**config.mk**
```make
export PLATFORM = sky130hd
export DESIGN_NAME = mult_unit
export DESIGN_NICKNAME = d
export VERILOG_FILES = /design/src/rtl/mult_unit.sv
export SDC_FILE = /design/constraint.sdc
export NUM_CORES = 1
export LEC_CHECK = 0
export CAP_MARGIN = 30
export CELL_PAD_IN_SITES_DETAIL_PLACEMENT = 1
export CELL_PAD_IN_SITES_GLOBAL_PLACEMENT = 1
export CORE_MARGIN = 2
export CORE_UTILIZATION = 48
export CTS_CLUSTER_SIZE = 25
export DETAILED_ROUTE_END_ITERATION = 10
export PLACE_DENSITY_LB_ADDON = 0.2
export SYNTH_ARGS = -nofsm -noshare
export SYNTH_HDL_FRONTEND = slang
export SYNTH_SLANG_ARGS = --single-unit
```
**constraint.sdc**
```tcl
create_clock -name clk -period 16.6 [get_ports clk]
set_input_delay 3.32 -clock clk [delete_from_list [all_inputs] [get_ports clk]]
set_output_delay 3.32 -clock clk [all_outputs]
set_load 0.01 [all_outputs]
```
**src/rtl/mult_unit.sv**
```systemverilog
// ---------------------------------------------------------------------------
// mult_unit
//
// Purpose:
//   Iterative shift-add multiplier for the MULT (signed) and MULTU (unsigned)
//   instructions. Each operation retires one multiplier bit per clock. The
//   2*WIDTH-bit product lands in the architectural HI/LO registers, which the
//   output mux reads for MFHI/MFLO. The busy/done status lets the pipeline
//   stall MFHI/MFLO until a result is ready.
//
//   Signed operands are converted to magnitudes before the loop. The sign of
//   the product is applied once, when the result is latched.
//
// Configuration:
//   MULT_EARLY_TERM_EN - when defined, the loop ends as soon as no set bits
//                        remain in the multiplier. Latency becomes the
//                        position of the highest set bit of |b| plus one,
//                        with a minimum of one cycle. When undefined, every
//                        operation takes exactly WIDTH cycles.
//
// Ports:
//   clk         in   rising-edge clock
//   rst         in   asynchronous, active-high reset
//   start_mult  in   one-cycle command pulse from the control unit
//   mult_sign   in   1 = signed (MULT), 0 = unsigned (MULTU)
//   operand_a   in   rs data, WIDTH bits
//   operand_b   in   rt data, WIDTH bits
//   hi          out  upper half of the last completed product
//   lo          out  lower half of the last completed product
//   busy        out  high while the iteration loop is running
//   done        out  one-cycle pulse while hi/lo first show a new result
// ---------------------------------------------------------------------------
module mult_unit #(
   parameter int WIDTH = 32,
   parameter int CNT_W = $clog2(WIDTH)
) (
   input  logic             clk,
   input  logic             rst,
   input  logic             start_mult,
   input  logic             mult_sign,
   input  logic [WIDTH-1:0] operand_a,
   input  logic [WIDTH-1:0] operand_b,
   output logic [WIDTH-1:0] hi,
   output logic [WIDTH-1:0] lo,
   output logic             busy,
   output logic             done
);

   typedef enum logic [1:0] {
      IDLE = 2'd0,
      CALC = 2'd1,
      DONE = 2'd2
   } state_t;

   state_t state;
   state_t state_next;

   logic [2*WIDTH-1:0] mcand;
   logic [2*WIDTH-1:0] acc;
   logic [2*WIDTH-1:0] acc_next;
   logic [2*WIDTH-1:0] result;
   logic [WIDTH-1:0]   mplier;
   logic [WIDTH-1:0]   mag_a;
   logic [WIDTH-1:0]   mag_b;
   logic [CNT_W-1:0]   cnt;
   logic               sign_op;
   logic               sign_diff;
   logic               neg;
   logic               accept;
   logic               last_iter;

   // A new command is taken in IDLE or DONE. A start that arrives while the
   // loop runs is dropped, so the operation in flight is never disturbed.
   assign accept = start_mult && (state != CALC);

   // Magnitudes of the operands. The most negative value maps onto itself,
   // and that bit pattern reads correctly as an unsigned magnitude.
   assign mag_a = (mult_sign && operand_a[WIDTH-1]) ? -operand_a : operand_a;
   assign mag_b = (mult_sign && operand_b[WIDTH-1]) ? -operand_b : operand_b;

   // The product is negative only for a signed operation whose operand
   // signs differed.
   assign neg = sign_op & sign_diff;

   // One shift-add step. The final sign is applied to the step's result, so
   // the last iteration can be latched directly into HI/LO.
   always_comb begin
      acc_next = acc + (mplier[0] ? mcand : '0);
      result   = neg ? -acc_next : acc_next;
   end

   // Decide whether this CALC cycle is the final iteration. With early
   // termination, the loop also stops once the remaining multiplier bits
   // are all zero. The product is already complete at that point.
`ifdef MULT_EARLY_TERM_EN
   assign last_iter = (cnt == CNT_W'(WIDTH - 1)) || ((mplier >> 1) == '0);
`else
   assign last_iter = (cnt == CNT_W'(WIDTH - 1));
`endif

   // State register.
   always_ff @(posedge clk or posedge rst) begin
      if (rst) begin
         state <= IDLE;
      end else begin
         state <= state_next;
      end
   end

   // Next-state logic. DONE lasts one cycle. It behaves like IDLE for a new
   // start, so back-to-back multiplies need no idle gap.
   always_comb begin
      state_next = state;
      case (state)
         IDLE:    state_next = accept ? CALC : IDLE;
         CALC:    state_next = last_iter ? DONE : CALC;
         DONE:    state_next = accept ? CALC : IDLE;
         default: state_next = IDLE;
      endcase
   end

   // Status outputs decode directly from the state.
   always_comb begin
      busy = (state == CALC);
      done = (state == DONE);
   end

   // Datapath. Operands are captured on an accepted start. Each CALC cycle
   // performs one step. HI/LO change only when the final step completes, so
   // they otherwise hold the previous product.
   always_ff @(posedge clk or posedge rst) begin
      if (rst) begin
         mcand     <= '0;
         mplier    <= '0;
         acc       <= '0;
         cnt       <= '0;
         sign_op   <= 1'b0;
         sign_diff <= 1'b0;
         hi        <= '0;
         lo        <= '0;
      end else if (accept) begin
         mcand     <= {{WIDTH{1'b0}}, mag_a};
         mplier    <= mag_b;
         acc       <= '0;
         cnt       <= '0;
         sign_op   <= mult_sign;
         sign_diff <= operand_a[WIDTH-1] ^ operand_b[WIDTH-1];
      end else if (state == CALC) begin
         acc    <= acc_next;
         mcand  <= mcand << 1;
         mplier <= mplier >> 1;
         cnt    <= cnt + CNT_W'(1);
         if (last_iter) begin
            hi <= result[2*WIDTH-1:WIDTH];
            lo <= result[WIDTH-1:0];
         end
      end
   end

endmodule

```
==> summary.txt, run 1 <==
Cells and area
  – Fin cells: 2737
  – Layout net count: between 2000 and 2500
  – Most frequent cells in the layout: nand2_1, o21ai_0, dfrtp_1, a21oi_1, nor2_1
  – Fillers: 4379
  – Area Overhead vs Synth: 14.4%
  – Most common cell after layout, fill and taps aside: nand2_1
  – Layout cells sized above 1: 0.0584
  – # diodes: 0
  – Design area: approximately 20000 um^2
  – Area of the multi-input gates: 10800 um^2
  – Core Util, Final: 0.557
  – Register area: 5830 um^2

Synthesis
  – Async set-reset flop share out of synthesis: 1.00
  – XOR/XNOR Fraction of Synth Area: 0.0733
  – YS warnings: 0
  – Area fraction in compound gates after synthesis: 0.252
  – Syn_nets: 2350
  – Top cell type's share of synthesized area: 0.337
  – Syn_area_per_cell: roughly 7.8 um^2
  – Synth cell types: 94
  – Cells taking the most area after synthesis: dfrtp_1, o21ai_0, nand2_1
  – Mux share of post-synthesis cell area: 0.00708
  – Ys flop type: dfrtp_1
  – Synthesis-stage register bit count: approximately 230
  – Syn Std Cell Area: 17300 um^2
  – Adder-Cell Fraction of Synth Area: 0.0503
  – Largest family of logic cells by synthesized area: compound AO/OA/AOI/OAI gates
  – Synth area leader: dfrtp_1
  – Sequential area share after synthesis: 0.337
  – Simple-gate share of the synthesized area: 0.243
  – Number of synthesized flops with an enable pin: 0
  – Mapped Cells: 2213

Run
  – Max Cap Viol: 0

Route
  – Residual DRC: 0
  – Wire length per cell: 20.9 um
  – Vias: around 17000
  – Wire length on met3: ~3.2 mm
  – Routed wl met2: approximately 25 mm
  – DR iter-0 viols: 1238
  – Metal1 wirelength: 27.9 mm
  – TritonRoute pass-1 iters: 5
  – Highest metal used: met4
  – DRT antenna net count: 0
  – Via-per-instance ratio: 6.19
  – Routed WL: approximately 57 mm

Timing
  – Actual slew at the worst max-slew pin: about 1.2 ns
  – Slew margin rel.: 0.171
  – Tmin final: roughly 6.5 ns
  – Period utilization: 0.394
  – Setup Skew: slightly above 0.04 ns
  – Total negative setup slack: 0 ns
  – Final hold slack: 0.481 ns
  – RSZ-0062 raised after global routing: false
  – Fin. Hold Viols: 0
  – Slew Limit Fails: 0
  – Fmax: 153 MHz
  – Setup ws final: 10.07 ns
  – Setup Viol. Count Final: 0

Critical path
  – CP required: 17.00 ns
  – Slowest stage cell, crit path: or4_1
  – Arr. time, crit path: 6.93 ns
  – Family with the most delay on the worst path: simple AND/OR/NAND/NOR gates
  – Worst Setup End Kind: flop
  – CP max stage delay: about 0.57 ns
  – Worst Setup Path Type: in2reg
  – CP Buf/Inv Count: 1
  – Critical Path Source Type: primary input
  – CP Max Fanout: 6
  – Worst path cell trace: clkdlybuf4s50_1, or4_1, nor4_1, nand2b_1, or2_2, or3_1, or2_2, nor4_1, a31oi_1, xnor2_1, nand2_1, o21ai_0, o21ai_0

Clock tree
  – Clock latency on the worst-skew pair: about 0.58 ns
  – Clock-pin slew on the worst setup and hold paths: 0.06 ns
  – Post-CTS Hold Buffers: 0
  – Post-CTS setup buffers: 0
  – Root buf cell: clkbuf_16
  – CTS buffer count: 27
  – # H-tree levels: 1
  – Max clock buf depth: 3
  – CTS resizes: 0
  – CTS tree: built
  – # clock sinks: 233

Global route
  – Antenna violations before repair: 0
  – Global-route wire length before repair: 91.9 mm
  – Number of global-route vias before repair: 17000
  – Total track usage: 0.299
  – GRT overflow: 0
  – Largest net degree at the start of global routing: 177

Run status
  – Status: finished, final reports clean

Place
  – Dpl cells: 2689
  – Cell Area, Placed: 18900 um^2
  – RePlAce Congestion: 0.929
  – Port bufs: 133
  – Dpl ws: ~9.5 ns
  – DP HPWL: 43.2 mm

Power and ir drop
  – Total power: around 3.3 mW
  – Power per cell area: 167 nW/um^2
  – Static Leak: between 8 and 9 nW
  – VDD IR max: 0.000108 V

Floorplanning
  – Die W: 194 um
  – CORE AREA: 35600 um^2
  – Ports: 134
  – Die span in y: approximately 190 um
  – Die area: about 38000 um^2
  – FP Rows: 69
  – Starting density of the core: 0.487

Worst hold path
  – Hold crit path type: reg2reg
## final cells by class
type / count / area share
Multi-Input combinational cell: 1813 / 0.547
Inverter: 30 / 0.00644
Clock buffer: 35 / 0.0386
Sequential cell: 233 / 0.294
Clock inverter: 13 / 0.00808
Tap cell: 461 / 0.0291
Timing Repair Buffer: 152 / 0.0761
## state kept, by name, summed over array words and instances, names as in the netlist
signal / flops
acc: 64
mcand: 64
hi: 32
lo: 32
mplier: 32
cnt: 5
state: 2
sign_diff: 1
sign_op: 1
## cell families (layout without fill, tap and decap cells)
kind of cell,count (synthesis),count (layout)
xor+xnor,145,145
buf+inv,167,230
fa+ha+maj,69,69
compound gates,724,724
mux,12,12
flops,233,233
simple gates,863,863
## worst register-to-register path, delay by kind of cell, from the launching register on
kind	cells	cell delay [ns]
AOI/OAI and AO/OA	6	2.34
DFF	1	0.37
adders and majority gates	2	0.65
buffers and inverters	2	0.32
and+or+nand+nor	7	1.98
## per-layer routing
layer | track usage | vias up
met5 | 0 | -
met4 | 0.0629 | 0
met3 | 0.0336 | 55
met2 | 0.473 | 442
met1 | 0.441 | 8442
li1 | - | 8001
## synthesized netlist by cell type (6+ instances only)
cell and n:
nand2_1 355, o21ai_0 320, dfrtp_1 233, a21oi_1 164, nor2_1 149, clkbuf_1 114
and2_1 77, xor2_1 77, nand3_1 74, ha_1 68, xnor2_1 68, nand4_1 39
nor3_1 36, o21ai_1 30, inv_1 28, a21o_1 26, or3_1 22, nor4_1 19
a31oi_1 18, a211oi_1 17, and3_1 17, o21a_1 15, o31ai_1 13, buf_2 11
nand2b_1 11, o211ai_1 11, and4_1 10, mux2i_1 10, nor2b_1 10, o21bai_1 9
or2_2 9, a221oi_1 8, buf_1 8, a31o_2 6, o41ai_1 6
## final timing paths
path | cells past startpoint | slack (ns) | endpoint | start
hold / removal | 2 | 0.48 | lo[8] | lo[8]
setup reg to reg | 17 | 10.81 | hi[30] | mplier[0]
hold reg to reg | 2 | 0.48 | lo[8] | lo[8]
max in group asynchronous | 4 | 11.17 | acc[31] | rst
setup / recovery | 13 | 10.07 | mcand[27] | operand_a[9]
min in group asynchronous | 2 | 3.34 | mcand[0] | rst
## power by group
group | switching, mW | internal (mW) | total (mW) | leakage [nW]
combinational | 1.16 | 0.610 | 1.77 | 5.08
clock | 0.256 | 0.372 | 0.628 | 0.454
sequential | 0.145 | 0.765 | 0.910 | 2.81
total | 1.56 | 1.75 | 3.31 | 8.35
Note: power is estimated with default switching activity, not from simulation.
==> run 2: changes to the inputs <==
--- a/config.mk
+++ b/config.mk
@@ -9,7 +9,7 @@
 export CELL_PAD_IN_SITES_DETAIL_PLACEMENT = 1
 export CELL_PAD_IN_SITES_GLOBAL_PLACEMENT = 1
 export CORE_MARGIN = 2
-export CORE_UTILIZATION = 48
+export CORE_UTILIZATION = 40
 export CTS_CLUSTER_SIZE = 25
 export DETAILED_ROUTE_END_ITERATION = 10
 export PLACE_DENSITY_LB_ADDON = 0.2
==> constraint.sdc (replaced) <==
create_clock -name clk -period 5.41 [get_ports clk]
set_input_delay 1.082 -clock clk [delete_from_list [all_inputs] [get_ports clk]]
set_output_delay 1.082 -clock clk [all_outputs]
set_load 0.01 [all_outputs]
==> summary.txt, run 2 (synthesis gave the netlist of run 1 again) <==
Route
  – DR iter-0 viols: 1428 (+15%)
  – Via-per-instance ratio: 5.83 (-5.8%)
  – DRT antenna net count: 0 (unchanged)
  – Residual DRC: 0 (unchanged)
  – Vias: 16900 (-0.47%)
  – TritonRoute pass-1 iters: 5 (unchanged)
  – Wire length per cell: 20.3 um (-2.8%)
  – Routed WL: 58.8 mm (+2.7%)

Critical path
  – Worst Setup End Kind: flop
  – Slowest stage cell, crit path: dfrtp_1
  – CP required: 5.90 ns (-11.10 ns)
  – Worst path cell trace: buf_4, and2_1, ha_1, a21oi_1, a2bb2oi_1, a31oi_2, o311a_1, nor2_1, mux2i_1, buf_4, nand4_1, and3b_1, nand3_2, nor4_4, nand4_1, a221oi_1
  – CP max stage delay: 0.43 ns (-0.14 ns)
  – Worst Setup Path Type: reg2reg
  – Critical R2R Launch: mplier[0]
  – Arr. time, crit path: 5.51 ns (-1.42 ns)
  – Critical Path Source Type: flop
  – CP Buf/Inv Count: 2 (+1)
  – Family with the most delay on the worst path: simple AND/OR/NAND/NOR gates
  – R2R depth: 16 (-1)
  – R2R setup slack: 0.39 ns (-10.42 ns)
  – Reg2reg end: hi[30]
  – CP Max Fanout: 23 (+17)

Place
  – Cell Area, Placed: 19200 um^2 (+1.9%)
  – Port bufs: 133 (unchanged)
  – DP HPWL: 45.4 mm (+5.1%)
  – RePlAce Congestion: 0.946 (+1.8%)
  – Dpl ws: 0.416 ns (-9.07 ns)
  – Dpl cells: 2836 (+5.5%)

Timing
  – Actual slew at the worst max-slew pin: 0.924 ns (-0.319 ns)
  – Setup Skew: 0.0440 ns (+0.00365 ns)
  – Fmax: 199 MHz
  – Tmin final: 5.02 ns
  – RSZ-0062 raised after global routing: false
  – Fin. Hold Viols: 0 (unchanged)
  – Total negative setup slack: 0 ns (unchanged)
  – Setup Viol. Count Final: 0 (unchanged)
  – Slew margin rel.: 0.384 (+0.212)
  – Period utilization: 0.928
  – Slew Limit Fails: 0 (unchanged)
  – Setup ws final: 0.392 ns (-9.68 ns)

Cells and area
  – Layout net count: 2421 (+1.1%)
  – Area of the multi-input gates: 10900 um^2 (about the same)
  – Layout cells sized above 1: 0.0702 (+0.0118)
  – Design area: 20200 um^2 (+2.1%)
  – Area Overhead vs Synth: 16.9%
  – Fin cells: 2893 (+5.7%)
  – Most common cell after layout, fill and taps aside: nand2_1
  – Core Util, Final: 0.472 (-0.0853)
  – Largest regs: acc: 64 flops, mcand: 64 flops
  – Most frequent cells in the layout: nand2_1, o21ai_0, dfrtp_1, a21oi_1, nor2_1
  – Register area: 5830 um^2 (unchanged)
  – Fillers: 5219 (+19%)

Global route
  – GRT overflow: 0 (unchanged)
  – Global-route wire length before repair: 93.7 mm (+1.9%)
  – Total track usage: 0.262 (-0.0368)
  – Antenna violations before repair: 2 (+2)
  – Number of global-route vias before repair: 16600 (-2.5%)
  – Largest net degree at the start of global routing: 150 (-15%)

Power and ir drop
  – Clk network pwr share: 0.189 (about the same)
  – Static Leak: 8.51 nW (+1.9%)
  – Switching Share: 0.471 (-0.00105)
  – Power per cell area: 509 nW/um^2 (+200%)
  – Switch Pwr: 4.85 mW (+210%)
  – Internal: 5.45 mW (+210%)
  – Logic gate share of total power: 0.537 (+0.002)
  – VDD IR max: 0.000249 V (+130%)
  – Register share of total power: 0.274 (about the same)

Worst hold path
  – Hold crit path type: reg2reg
  – Hold EP: mplier[20]
  – Hold Crit Start: mplier[21]
  – Worst Hold Depth: 2 (unchanged)

Clock tree
  – Clock latency on the worst-skew pair: 0.60 ns (+0.02 ns)
  – Root buf cell: clkbuf_16
  – Post-CTS setup buffers: 0 (unchanged)
  – Clock-pin slew on the worst setup and hold paths: 0.06 ns (about the same)
  – Max clock buf depth: 3 (unchanged)
  – # H-tree levels: 1 (unchanged)
  – # clock sinks: 233 (unchanged)
  – Post-CTS Hold Buffers: 0 (unchanged)
  – CTS buffer count: 30 (+11%)
  – CTS tree: built

Run
  – Max Cap Viol: 0 (unchanged)

Run status
  – Status: finished, final reports clean

Floorplanning
  – Die W: 212 um (+9.3%)
  – Starting density of the core: 0.404 (-0.0831)
  – CORE AREA: 42900 um^2 (+21%)
  – Die area: 45000 um^2 (+20%)
  – Die span in y: 212 um (+9.3%)
  – Ports: 134 (unchanged)
  – FP Rows: 76 (+10%)
run 2: changes by cell type in the layout (fill, tap and decap cells not counted), sizes merged:
cell / before / now
buf: 20 / 44
bufinv: 3 / 0
clkbuf: 35 / 43
clkinv: 6 / 11
clkinvlp: 2 / 1
diode: 0 / 1
inv: 32 / 30
run 2: layout make-up:
| cell class | instances | area share |
|---|---|---|
| Antenna cell | 1 | 0.000124 |
| Clock buffer | 43 | 0.0435 |
| Sequential cell | 233 | 0.288 |
| Timing Repair Buffer | 176 | 0.0856 |
| Clock inverter | 12 | 0.00408 |
| Multi-Input combinational cell | 1813 | 0.536 |
| Inverter | 30 | 0.00612 |
| Tap cell | 585 | 0.0362 |
run 2: worst max path at each step:
| stage | start | end | slack, ns | cells after the start |
|---|---|---|---|---|
| 2_1_floorplan | mplier[0] | hi[29] | 0.87 | 18 |
| 3_3_place_gp | operand_b[2] | mplier[29] | 0.47 | 13 |
| 3_5_place_dp | mplier[0] | hi[30] | 0.42 | 15 |
| 4_1_cts | mplier[0] | hi[30] | 0.39 | 15 |
| 5_1_grt | mplier[0] | hi[30] | 0.03 | 17 |
| 6_report | mplier[0] | hi[30] | 0.39 | 16 |
run 2: layer usage:
metal | wire length (um) | global-route usage
met3 | 3220 | 0.0256
met2 | 25300 | 0.399
met1 | 29300 | 0.401
met5 | 0 | 0
met4 | 943 | 0.0495
run 2: power groups by stage:
stage	combinational [mW]	sequential [mW]	clock, mW
floorplan	3.71	2.68	0
finish	5.52	2.82	1.95
global route	6.10	2.90	2.07
global placement	5.28	2.81	0
detailed placement	5.45	2.83	0
CTS	5.47	2.81	2.00
run 2: per-stage QoR:
| stage | power, mW | hold slack (ns) |
|---|---|---|
| final | 10.3 | 0.467 |
| after global routing | 11.1 | 0.496 |
| after CTS | 10.3 | 0.466 |
| after detailed placement | 8.28 | 0.465 |
| after global placement | 8.09 | 0.449 |
| after floorplan | 6.39 | 0.442 |
run 2: repair_timing:
action                                 CTS  global route
endpoints found under the hold margin    0             0
setup endpoints to repair                0             6
resized for setup                        0             2
run 2: worst register-to-register path, cell delays in order, from the launching register on:
cell       delay [ns]
dfrtp_1          0.43
buf_4            0.23
and2_1           0.18
ha_1             0.42
a21oi_1          0.27
a2bb2oi_1        0.40
a31oi_2          0.26
o311a_1          0.43
nor2_1           0.29
mux2i_1          0.34
buf_4            0.20
nand4_1          0.15
and3b_1          0.38
nand3_2          0.18
nor4_4           0.36
nand4_1          0.16
a221oi_1         0.28
